## config.mk

```make
export PLATFORM = sky130hd
export DESIGN_NAME = omega_ramp_ctrl
export DESIGN_NICKNAME = d
export VERILOG_FILES = /design/src/rtl/omega_ramp_ctrl.sv
export SDC_FILE = /design/constraint.sdc
export NUM_CORES = 1
export LEC_CHECK = 0
export CORE_MARGIN = 1
export CORE_UTILIZATION = 30
export CTS_CLUSTER_DIAMETER = 50
export DETAILED_ROUTE_END_ITERATION = 12
export PLACE_DENSITY = 0.52
export SLEW_MARGIN = 5
export SYNTH_ARGS = -nofsm -noshare
export SYNTH_HDL_FRONTEND = slang
export SYNTH_SLANG_ARGS = --single-unit
export TNS_END_PERCENT = 100
```

## constraint.sdc

```tcl
create_clock -name clk -period 26 [get_ports clk]
set_input_delay 7.8 -clock clk [delete_from_list [all_inputs] [get_ports clk]]
set_output_delay 7.8 -clock clk [all_outputs]
set_load 0.01 [all_outputs]
```

## src/rtl/omega_ramp_ctrl.sv

```systemverilog
// Slew-rate-limited omega sequencer for three_phase_shape: ramp, hold, soft stop, emergency stop.
// Optional zero-crossing dwell is enabled by defining ZERO_DWELL_EN.
module omega_ramp_ctrl #(
  parameter int unsigned OMEGA_BW  = 16,
  parameter int unsigned STEP_BW   = 16,
  parameter int unsigned DIV_BW    = 16,
  parameter int unsigned DWELL_CYC = 1000
) (
  input  logic                       clk,
  input  logic                       rst,
  input  logic                       enable,
  input  logic                       estop,
  input  logic signed [OMEGA_BW-1:0] target_omega,
  input  logic        [STEP_BW-1:0]  step,
  input  logic        [DIV_BW-1:0]   tick_div,
  output logic signed [OMEGA_BW-1:0] omega,
  output logic                       at_target,
  output logic                       busy,
  output logic                       fault,
  output logic        [1:0]          state
);

  localparam int unsigned XW = OMEGA_BW + 1;
  localparam int unsigned AW = (STEP_BW > XW) ? STEP_BW : XW;

  typedef enum logic [2:0] {StIdle, StRamp, StHold, StStop, StFault} state_e;

  state_e                     state_q, state_d;
  logic signed [OMEGA_BW-1:0] omega_q, omega_d;
  logic        [DIV_BW-1:0]   cnt_q, cnt_d;
  logic        [1:0]          state_code;

  logic signed [OMEGA_BW-1:0] omega_max, omega_min, tgt, omega_nxt;
  logic signed [XW-1:0]       omega_ext, goal, diff, upd;
  logic        [XW-1:0]       diff_abs, mag_x;
  logic        [AW-1:0]       step_eff, mag;
  logic                       tick, dwell_act, running;

  // Most-negative target is folded in so omega stays symmetric about zero.
  assign omega_max = {1'b0, {(OMEGA_BW-1){1'b1}}};
  assign omega_min = {1'b1, {(OMEGA_BW-1){1'b0}}};
  assign tgt       = (target_omega == omega_min) ? -omega_max : target_omega;

`ifdef ZERO_DWELL_EN
  localparam int unsigned DW = $clog2(DWELL_CYC + 2);
  logic [DW-1:0] dwell_q, dwell_d;
  logic          cross;
  assign dwell_act = (dwell_q != '0);
`else
  assign dwell_act = 1'b0;
`endif

  assign running = (state_q == StRamp) || (state_q == StStop);
  assign tick    = running && (cnt_q == tick_div) && !dwell_act;

  // Update arithmetic in one extra bit so diff never wraps.
  always_comb begin
    omega_ext = {omega_q[OMEGA_BW-1], omega_q};
    goal      = (state_q == StRamp) ? {tgt[OMEGA_BW-1], tgt} : '0;
    diff      = goal - omega_ext;
    diff_abs  = diff[XW-1] ? $unsigned(-diff) : $unsigned(diff);
    step_eff  = AW'(step);
    if ((state_q == StStop) && (step == '0)) step_eff = AW'(1);
    mag       = (AW'(diff_abs) < step_eff) ? AW'(diff_abs) : step_eff;
    mag_x     = mag[XW-1:0];
    upd       = diff[XW-1] ? (omega_ext - $signed(mag_x)) : (omega_ext + $signed(mag_x));
    omega_nxt = upd[OMEGA_BW-1:0];
  end

  always_comb begin
    state_d = state_q;
    omega_d = omega_q;
    cnt_d   = '0;
`ifdef ZERO_DWELL_EN
    dwell_d = '0;
    cross   = (omega_q != '0) && (omega_nxt != '0) &&
              (omega_nxt[OMEGA_BW-1] != omega_q[OMEGA_BW-1]);
`endif
    if (estop) begin
      state_d = StFault;
      omega_d = '0;
    end else begin
      unique case (state_q)
        StIdle: if (enable) state_d = StRamp;
        StRamp: begin
          if (!enable) begin
            state_d = StStop;
          end else begin
`ifdef ZERO_DWELL_EN
            if (dwell_act) begin
              dwell_d = dwell_q - 1'b1;
            end else if (tick && cross) begin
              omega_d = '0;
              dwell_d = DW'(DWELL_CYC);
            end else if (tick) begin
              omega_d = omega_nxt;
            end
`else
            if (tick) omega_d = omega_nxt;
`endif
            if (omega_d == tgt) state_d = StHold;
          end
        end
        StHold: begin
          if (!enable)              state_d = StStop;
          else if (tgt != omega_q)  state_d = StRamp;
        end
        StStop: begin
          if (enable) begin
            state_d = StRamp;
          end else begin
            if (tick) omega_d = omega_nxt;
            if (omega_d == '0) state_d = StIdle;
          end
        end
        StFault: if (!enable) state_d = StIdle;
        default: state_d = StIdle;
      endcase
    end
    // Counter only advances while staying in RAMP/STOP; any entry restarts it.
    if (running && (state_d == state_q) && !dwell_act && !tick) cnt_d = cnt_q + 1'b1;
`ifdef ZERO_DWELL_EN
    if (state_d != StRamp) dwell_d = '0;
`endif
  end

  always_comb begin
    case (state_d)
      StRamp:           state_code = 2'd1;
      StHold:           state_code = 2'd2;
      StStop, StFault:  state_code = 2'd3;
      default:          state_code = 2'd0;
    endcase
  end

  always_ff @(posedge clk) begin
    if (rst) begin
      state_q   <= StIdle;
      omega_q   <= '0;
      cnt_q     <= '0;
      at_target <= 1'b0;
      busy      <= 1'b0;
      fault     <= 1'b0;
      state     <= 2'd0;
`ifdef ZERO_DWELL_EN
      dwell_q   <= '0;
`endif
    end else begin
      state_q   <= state_d;
      omega_q   <= omega_d;
      cnt_q     <= cnt_d;
      at_target <= (state_d == StHold);
      busy      <= (state_d == StRamp) || (state_d == StStop);
      fault     <= (state_d == StFault);
      state     <= state_code;
`ifdef ZERO_DWELL_EN
      dwell_q   <= dwell_d;
`endif
    end
  end

  assign omega = omega_q;

endmodule

```

==> results of run 1 <==
==> tightest hold or removal path: stages (launching register included) <==
cell,delay (ns)
dfxtp_1,0.36
nand2_1,0.08
a21oi_1,0.05
==> layer usage <==
| metal | global-route usage | part of all wire |
|---|---|---|
| met1 | 0.248 | 0.47 |
| met2 | 0.316 | 0.46 |
| met3 | 0.0293 | 0.045 |
| met4 | 0.0428 | 0.020 |
| met5 | 0 | 0 |
==> metrics by stage <==
stage | power (mW) | hold WS, ns | cell area (µm²) | util
floorplan | 0.324 | 0.527 | 6340 | -
global placement | 0.418 | 0.537 | 7310 | 0.357
detailed placement | 0.416 | 0.540 | 7310 | 0.357
CTS | 0.483 | 0.549 | 7460 | 0.364
global route | 0.519 | 0.570 | 7460 | 0.364
finish | 0.479 | 0.532 | 7460 | 0.364
==> power breakdown <==
group / internal, mW / switching, mW
Sequential: 0.0620 / 0.000671
Clock: 0.0382 / 0.0256
Combinational: 0.138 / 0.215
Total: 0.238 / 0.241
==> layout make-up <==
type / instances / area, µm² / area share
clock buffer: 6 / 139 / 0.0186
clock inverter: 2 / 15.0 / 0.00201
sequential: 40 / 801 / 0.107
timing repair buffer: 77 / 758 / 0.102
inverter: 54 / 203 / 0.0272
multi-input combinational: 744 / 5210 / 0.698
tap: 270 / 338 / 0.0453
==> final timing paths <==
kind | from | endpoint | slack (ns)
setup / recovery | target_omega[1] | cnt_q[15] | 7.37
hold / removal | omega[7] | omega[7] | 0.53
setup reg to reg | state_q[0] | cnt_q[15] | 15.20
hold reg to reg | omega[7] | omega[7] | 0.53
==> synth_stat cells (13+ instances only) <==
library cell / instances / area, µm²
nand4_1: 14 / 87.6
nand3_1: 35 / 175
and3_1: 22 / 138
ha_1: 47 / 588
xor2_1: 43 / 377
mux2i_1: 14 / 140
a31oi_1: 13 / 81.3
xnor2_1: 58 / 508
inv_1: 54 / 203
dfxtp_1: 40 / 801
clkbuf_1: 20 / 75.1
o21ai_0: 28 / 140
nor2_1: 79 / 297
nand2_1: 78 / 293
a21o_1: 14 / 105
a21oi_2: 14 / 123
o21a_1: 18 / 135
nor3_1: 28 / 140
nor4_1: 21 / 131
a21oi_1: 59 / 295
==> kinds of logic (layout without fill, tap and decap cells) <==
group / count (synthesis) / after routing / share of synthesized area
AND/OR/NAND/NOR: 343 / 343 / 0.279
flip-flops: 40 / 40 / 0.126
multiplexers: 15 / 15 / 0.0245
XOR/XNOR: 105 / 105 / 0.152
adder cells (fa/ha/maj): 49 / 49 / 0.0991
buffers and inverters: 82 / 139 / 0.0531
AO/OA/AOI/OAI: 232 / 232 / 0.266
==> flip-flops by register name, summed over array words and instances (netlist names) <==
name	cells
fault	1
cnt_q	16
at_target	1
omega	16
state	2
busy	1
state_q	3
==> out/results.ini, run 1 <==
[logic_synthesis]
ys_seq_area_frac = 0.126
synth_cell_types = 90
synth_async_sr_flop_share = 0
synth_ff_type = dfxtp_1
synth_fp_nets = 967
synth-edff-count = 0
syn_area_per_cell_um2 = 7.32
syn_area_mm2 = 0.00634
ys_ff_latch = 40
postSynthCellCount = 866
yosysWarnings = 0

[clock_network]
cts_setup_buffers = 0
clkLatencyLatePin_ns = 0.29
cts-root-buf = clkbuf_16
cts_htree_levels = 2
cts-resized-gates = 0
clock-sinks = 40
cts_hold_buffers = 0
cts_tree = yes
clkTransAtPathRegs_ns = 0.06
cts-buffers-inserted = 5
clk_path_buf_depth = 2

[sta]
final-setup-viol-count = 0
min_period_over_period = 0.717
hold_violations = 0
worst_slack_ns = 7.37
fin_worst_skew_ns = 0.00945
fin_setup_tns_ns = 0
tightest_slew_ns = 0.902
rsz0062_at_grt = no
finalMaxSlewViolations = 0
fmax_mhz = 53.7
period_minus_slack_ns = 18.63
slew-limit-headroom = 0.393

[worst_hold_path]
worstHoldPathCells = 2
hold_path_class = reg2reg

[power_and_ir_drop]
leakagePower_nw = 2.94
peakVddDrop_uv = 27.8
p_per_area_mw_per_mm2 = 64.2

[floorplan]
die_w_um = 147
die_area_mm2 = 0.0217
ios = 73
core_area_mm2 = 0.0205
start_util = 0.309
fp.dieH_um = 147
placementRows = 52

[worst_setup_path]
cp_slowest_cell = nor4_1
slowest_delay_ns = 0.81
cp_top_family = compound AO/OA/AOI/OAI gates
critical_path.max_fanout = 16
worst_ep_required_time_ns = 26.15
r2r_cells = 36
critPathArrivalTime_ns = 18.78
start_kind = input pin
crit_top_cell = ha_1
worst_setup_path_end_kind = register
path_class = in2reg
crit_cells = 37
path_buf_inv = 1

[placed_design]
place_inst = 1185
hpwl_mm = 16.6
pre_cts_ws_ns = 7.17
io_buffer_count = 72
finalWeightedCongestion = 0.896

[cells_and_area]
area_delta_synth_final_pct = 17.7
fill_cells = 2229
final_common_cell = nor2_1
layout-drive-gt1-share = 0.0693
finalNonFillerCells = 1193
fin_nets = 1023
diodes = 0
final_cell_mix = nor2_1, nand2_1, clkdlybuf4s50_1

[outcome]
status = finished clean

[grt]
grt_pass1_vias = 6162
grt_pass1_wl_mm = 32.5
grt_start_max_net_pins = 27
antenna_found_initial = 0
gr-usage-all-layers = 0.187
gr-total-overflow = 0

[drt]
dr.pass1.iters = 5
drtAntennaViolNets = 0
drc_errors = 0
routed_via_density = 5.42
vias = 6462
routed_wl_mm = 20.3
drt_iter0_markers = 289
wl_per_cell_um = 17.1

[job]
max_cap_viol_count = 0

(Power assumes the default switching activity.)
==> run 2: changes to the inputs <==
==> constraint.sdc (replaced) <==
create_clock -name clk -period 18.3 [get_ports clk]
set_input_delay 5.49 -clock clk [delete_from_list [all_inputs] [get_ports clk]]
set_output_delay 5.49 -clock clk [all_outputs]
set_load 0.01 [all_outputs]
==> run 2 against run 1 <==
Net effect:
- worst hold slack gained 0.0046 ns
- clock power grew 42%
- total power grew 43%
- sequential cell count is the same
- cell count is the same
- clock skew is essentially flat
- non-clock buffer count is the same
==> out/results.ini, run 2 (synthesized netlist as in run 1, its figures left out) <==
[sta]
fin_setup_tns_ns = 0  ; unchanged
tightest_slew_ns = 0.898  ; -0.00443 ns
period_minus_slack_ns = 16.46
final-setup-viol-count = 0  ; unchanged
fmax_mhz = 60.8
fin_worst_skew_ns = 0.00917  ; -0.000280 ns
worst_slack_ns = 1.84  ; -5.53 ns
slew-limit-headroom = 0.396  ; +0.00298
rsz0062_at_grt = no
finalMaxSlewViolations = 0  ; unchanged
min_period_over_period = 0.899
hold_violations = 0  ; unchanged

[drt]
drt_iter0_markers = 358  ; +24%
vias = 6399  ; -0.97%
routed_via_density = 5.36  ; -0.97%
drtAntennaViolNets = 0  ; unchanged
drc_errors = 0  ; unchanged
top_layer_used = met4
drt-met1-wl_mm = 9.80  ; +2.2%
wl_per_cell_um = 17.1  ; +0.46%
route.met3.wl_um = 718  ; -22%
routed_wl_mm = 20.4  ; +0.46%
dr.pass1.iters = 4  ; -1
wl_met2_mm = 9.63  ; +2.2%

[clock_network]
cts_setup_buffers = 0  ; unchanged
cts-root-buf = clkbuf_16
cts_hold_buffers = 0  ; unchanged
cts_htree_levels = 2  ; unchanged
clk_path_buf_depth = 2  ; unchanged
clkLatencyLatePin_ns = 0.29  ; about the same
clock-sinks = 40  ; unchanged
cts_tree = yes
clkTransAtPathRegs_ns = 0.06  ; about the same
cts-buffers-inserted = 5  ; unchanged
cts-resized-gates = 0  ; unchanged

[placed_design]
finalWeightedCongestion = 0.884  ; -1.4%
pre_cts_ws_ns = 1.77  ; -5.40 ns
hpwl_mm = 16.8  ; +1.3%
io_buffer_count = 72  ; unchanged

[worst_setup_path]
slowest_delay_ns = 0.80  ; about the same
cp_slowest_cell = nor4_1
rr_endpoint = cnt_q[15]
r2r_cells = 36  ; unchanged
crit_top_cell = ha_1
start_kind = input pin
rr_startpoint = state_q[0]
path_class = in2reg
critPathArrivalTime_ns = 16.61  ; -2.17 ns
worst_setup_path_end_kind = register
worst_ep_required_time_ns = 18.45  ; -7.70 ns
critical_path.max_fanout = 16  ; unchanged
rrSetupSlack_ns = 7.26  ; -7.94 ns

[worst_hold_path]
hold_path_class = reg2reg
hp-start = omega[7]
worstHoldPathCells = 2  ; unchanged
hold_end = omega[7]

[cells_and_area]
fin_nets = 1023  ; unchanged
final_common_cell = nor2_1
layout-drive-gt1-share = 0.0693  ; unchanged
fill_cells = 2276  ; +2.1%
final_cell_mix = nor2_1, nand2_1, clkdlybuf4s50_1
utilization = 0.364  ; unchanged
diodes = 0  ; unchanged
area_delta_synth_final_pct = 17.7  ; unchanged

[floorplan]
ios = 73  ; unchanged
die_area_mm2 = 0.0217  ; unchanged
start_util = 0.309  ; unchanged
die_w_um = 147  ; unchanged
fp.dieH_um = 147  ; unchanged
placementRows = 52  ; unchanged
core_area_mm2 = 0.0205  ; unchanged

[grt]
gr-total-overflow = 0  ; unchanged
grt_pass1_wl_mm = 32.4  ; -0.19%
grt_pass1_vias = 6108  ; -0.88%
gr-usage-all-layers = 0.187  ; +0.000445
grt_start_max_net_pins = 24  ; -11%
antenna_found_initial = 0  ; unchanged

[power_and_ir_drop]
leakagePower_nw = 2.94  ; unchanged
p_per_area_mw_per_mm2 = 91.6  ; +43%
peakVddDrop_uv = 42.3  ; +52%
design_power_total_mw = 0.683  ; +43%

[outcome]
status = finished clean

[job]
max_cap_viol_count = 0  ; unchanged

-- run 2: cell counts in the layout (fill, tap and decap cells not counted) --
Identical to the previous run, type by type.
-- run 2: worst max-delay path by stage --
stage | startpoint | end | cells past startpoint
floorplan | target_omega[4] | cnt_q[0] | 45
CTS | target_omega[1] | cnt_q[15] | 38
finish | target_omega[1] | cnt_q[15] | 37
global placement | target_omega[1] | cnt_q[15] | 37
detailed placement | target_omega[1] | cnt_q[15] | 38
global route | target_omega[1] | cnt_q[9] | 41
-- run 2: worst max-delay path, delay by kind of cell --
family	cells	cell delay, ns
xor+xnor	2	0.59
buf+inv	1	0.52
fa+ha+maj	6	2.08
simple gates	10	3.21
compound gates	18	4.68
-- run 2: cell type report --
cell class,count,area (µm²),area share
Clock inverter,2,15.0,0.00201
Inverter,54,203,0.0272
Tap cell,270,338,0.0453
Sequential cell,40,801,0.107
Clock buffer,6,139,0.0186
Timing Repair Buffer,77,758,0.102
Multi-Input combinational cell,744,5210,0.698
-- run 2: power breakdown --
group          internal, mW  switching (mW)
clock network        0.0542          0.0362
registers            0.0881        0.000975
logic                 0.196           0.308
-- run 2: routing by layer --
layer	up-vias	GRT usage
li1	3264	-
met4	0	0.0325
met1	3005	0.254
met2	118	0.319
met3	12	0.0244
met5	-	0
-- run 2: through the flow --
| step | std cells | hold WS (ns) | area (µm²) |
|---|---|---|---|
| global placement | 1185 | 0.535 | 7310 |
| floorplan | 866 | 0.527 | 6340 |
| detailed placement | 1185 | 0.538 | 7310 |
| CTS | 1193 | 0.546 | 7460 |
| finish | 1193 | 0.537 | 7460 |
| global route | 1193 | 0.568 | 7460 |
==> run 3: changes to the inputs <==
--- a/config.mk
+++ b/config.mk
@@ -5,11 +5,13 @@
 export SDC_FILE = /design/constraint.sdc
 export NUM_CORES = 1
 export LEC_CHECK = 0
+export CAP_MARGIN = 20
 export CORE_MARGIN = 1
 export CORE_UTILIZATION = 30
 export CTS_CLUSTER_DIAMETER = 50
 export DETAILED_ROUTE_END_ITERATION = 12
-export PLACE_DENSITY = 0.52
+export MAX_ROUTING_LAYER = met4
+export PLACE_DENSITY_LB_ADDON = 0.08
 export SLEW_MARGIN = 5
 export SYNTH_ARGS = -nofsm -noshare
 export SYNTH_HDL_FRONTEND = slang
==> run 3 against run 2 <==
Net effect:
- global-route usage is 1.6 points higher
- sequential cell count is the same
- clock power fell by 2.9%
- maximum frequency is 0.23% higher
- die area unchanged
- setup slack improved by 0.038 ns
- cell area decreased by 0.12%
- total power decreased by 0.66%
- register-to-register slack got worse by 0.04 ns
- cell count unchanged
- combinational power is essentially flat
- utilization about the same
==> out/results.ini, run 3 (synthesized netlist as in run 1, its figures left out) <==
[floorplan]
placementRows = 52  ; unchanged
fp.dieH_um = 147  ; unchanged
die_w_um = 147  ; unchanged
start_util = 0.309  ; unchanged
die_area_mm2 = 0.0217  ; unchanged
ios = 73  ; unchanged
core_area_mm2 = 0.0205  ; unchanged

[worst_setup_path]
rr_startpoint = state_q[0]
critical_path.max_fanout = 25  ; +9
path_class = in2reg
critPathArrivalTime_ns = 16.57  ; -0.04 ns
rrSetupSlack_ns = 7.22  ; -0.04 ns
setup.worst_path.start = target_omega[1]
start_kind = input pin
slowest_delay_ns = 0.86  ; +0.06 ns
worst_ep_required_time_ns = 18.45  ; about the same
cp_slowest_cell = nor4_1
worst_setup_path_end_kind = register

[cells_and_area]
diodes = 0  ; unchanged
area_delta_synth_final_pct = 17.6
final_cell_mix = nor2_1, nand2_1, clkdlybuf4s50_1
fin_nets = 1024  ; +0.098%
final_common_cell = nor2_1
finalNonFillerCells = 1193  ; unchanged
layout-drive-gt1-share = 0.0693  ; unchanged

[clock_network]
cts_htree_levels = 2  ; unchanged
cts-buffers-inserted = 5  ; unchanged
cts_tree = yes
cts-root-buf = clkbuf_16
clkTransAtPathRegs_ns = 0.06  ; about the same
cts-resized-gates = 0  ; unchanged
cts_hold_buffers = 0  ; unchanged
cts_setup_buffers = 0  ; unchanged
clk_path_buf_depth = 2  ; unchanged
clock-sinks = 40  ; unchanged
clkLatencyLatePin_ns = 0.30  ; about the same

[power_and_ir_drop]
peakVddDrop_uv = 47.4  ; +12%
p_per_area_mw_per_mm2 = 91.1  ; -0.55%
design_power_total_mw = 0.679  ; -0.66%
leakagePower_nw = 2.94  ; about the same

[grt]
gr-usage-all-layers = 0.204  ; +0.0164
gr-total-overflow = 0  ; unchanged
grt_start_max_net_pins = 26  ; +8.3%
antenna_found_initial = 0  ; unchanged
grt_pass1_wl_mm = 34.1  ; +5.3%
grt_pass1_vias = 6382  ; +4.5%

[drt]
drc_errors = 0  ; unchanged
route.met3.wl_um = 592  ; -18%
routed_via_density = 5.37  ; about the same
top_layer_used = met4
routed_wl_mm = 21.1  ; +3.3%
drtAntennaViolNets = 0  ; unchanged
drt_iter0_markers = 281  ; -22%
drt-met1-wl_mm = 10.0  ; +2.6%
wl_per_cell_um = 17.7  ; +3.3%
dr.pass1.iters = 5  ; +1
vias = 6403  ; +0.063%
wl_met2_mm = 9.87  ; +2.5%

[placed_design]
place_inst = 1186  ; +0.084%
pre_cts_ws_ns = 1.57  ; -0.201 ns
finalWeightedCongestion = 0.883  ; -0.17%
io_buffer_count = 72  ; unchanged
hpwl_mm = 17.3  ; +2.7%

[sta]
hold_violations = 0  ; unchanged
period_minus_slack_ns = 16.42  ; -0.0380 ns
tightest_slew_ns = 0.971  ; +0.0734 ns
fin_setup_tns_ns = 0  ; unchanged
worst_slack_ns = 1.88  ; +0.0380 ns
final-setup-viol-count = 0  ; unchanged
fmax_mhz = 60.9  ; +0.23%
hold_slack_ns = 0.524  ; -0.0128 ns
min_period_over_period = 0.897  ; -0.00208
slew-limit-headroom = 0.347  ; -0.0494
rsz0062_at_grt = no
fin_worst_skew_ns = 0.0104  ; +0.00126 ns
finalMaxSlewViolations = 0  ; unchanged

[outcome]
status = finished clean

[job]
max_cap_viol_count = 0  ; unchanged

[worst_hold_path]
hp-start = omega[7]
hold_path_class = reg2reg

-- run 3: changes by cell type in the layout (fill, tap and decap cells not counted), sizes merged --
cell / before / now
clkinvlp: 2 / 1
clkinv: 0 / 1
buf: 5 / 6
clkbuf: 6 / 5
-- run 3: routing by layer --
metal / vias up / global-route usage
met5: - / -
li1: 3263 / -
met4: 0 / 0.0644
met3: 31 / 0.0241
met1: 2989 / 0.258
met2: 120 / 0.336
-- run 3: stage by stage --
step | utilization | instance area, µm²
6_report | 0.364 | 7450
5_1_grt | 0.364 | 7450
4_1_cts | 0.364 | 7450
3_5_place_dp | 0.357 | 7320
3_3_place_gp | 0.357 | 7320
2_1_floorplan | - | 6340
-- run 3: final timing paths --
check,endpoint,depth (start not counted)
setup / recovery,cnt_q[15],39
hold / removal,omega[7],2
setup reg to reg,cnt_q[15],38
hold reg to reg,omega[7],2
-- run 3: final cells by class --
class / count / area [µm²]
Clock buffer: 5 / 125
Clock inverter: 2 / 12.5
Inverter: 54 / 203
Sequential cell: 40 / 801
Tap cell: 270 / 338
Multi-Input combinational cell: 744 / 5210
Timing Repair Buffer: 78 / 766
Fill cell: 2248 / 13000
-- run 3: critical path: cells and delay by family --
family,cells,cell delay (ns)
AOI/OAI and AO/OA,18,4.76
buffers and inverters,2,0.79
adders and majority gates,5,1.56
and+or+nand+nor,12,3.40
xor gates and xnor gates,2,0.55
-- run 3: power by group --
| part | switching, mW | leakage (nW) | internal (mW) |
|---|---|---|---|
| clock network | 0.0383 | 0.0657 | 0.0496 |
| registers | 0.000961 | 0.324 | 0.0881 |
| logic | 0.306 | 2.55 | 0.196 |
| total | 0.345 | 2.94 | 0.334 |
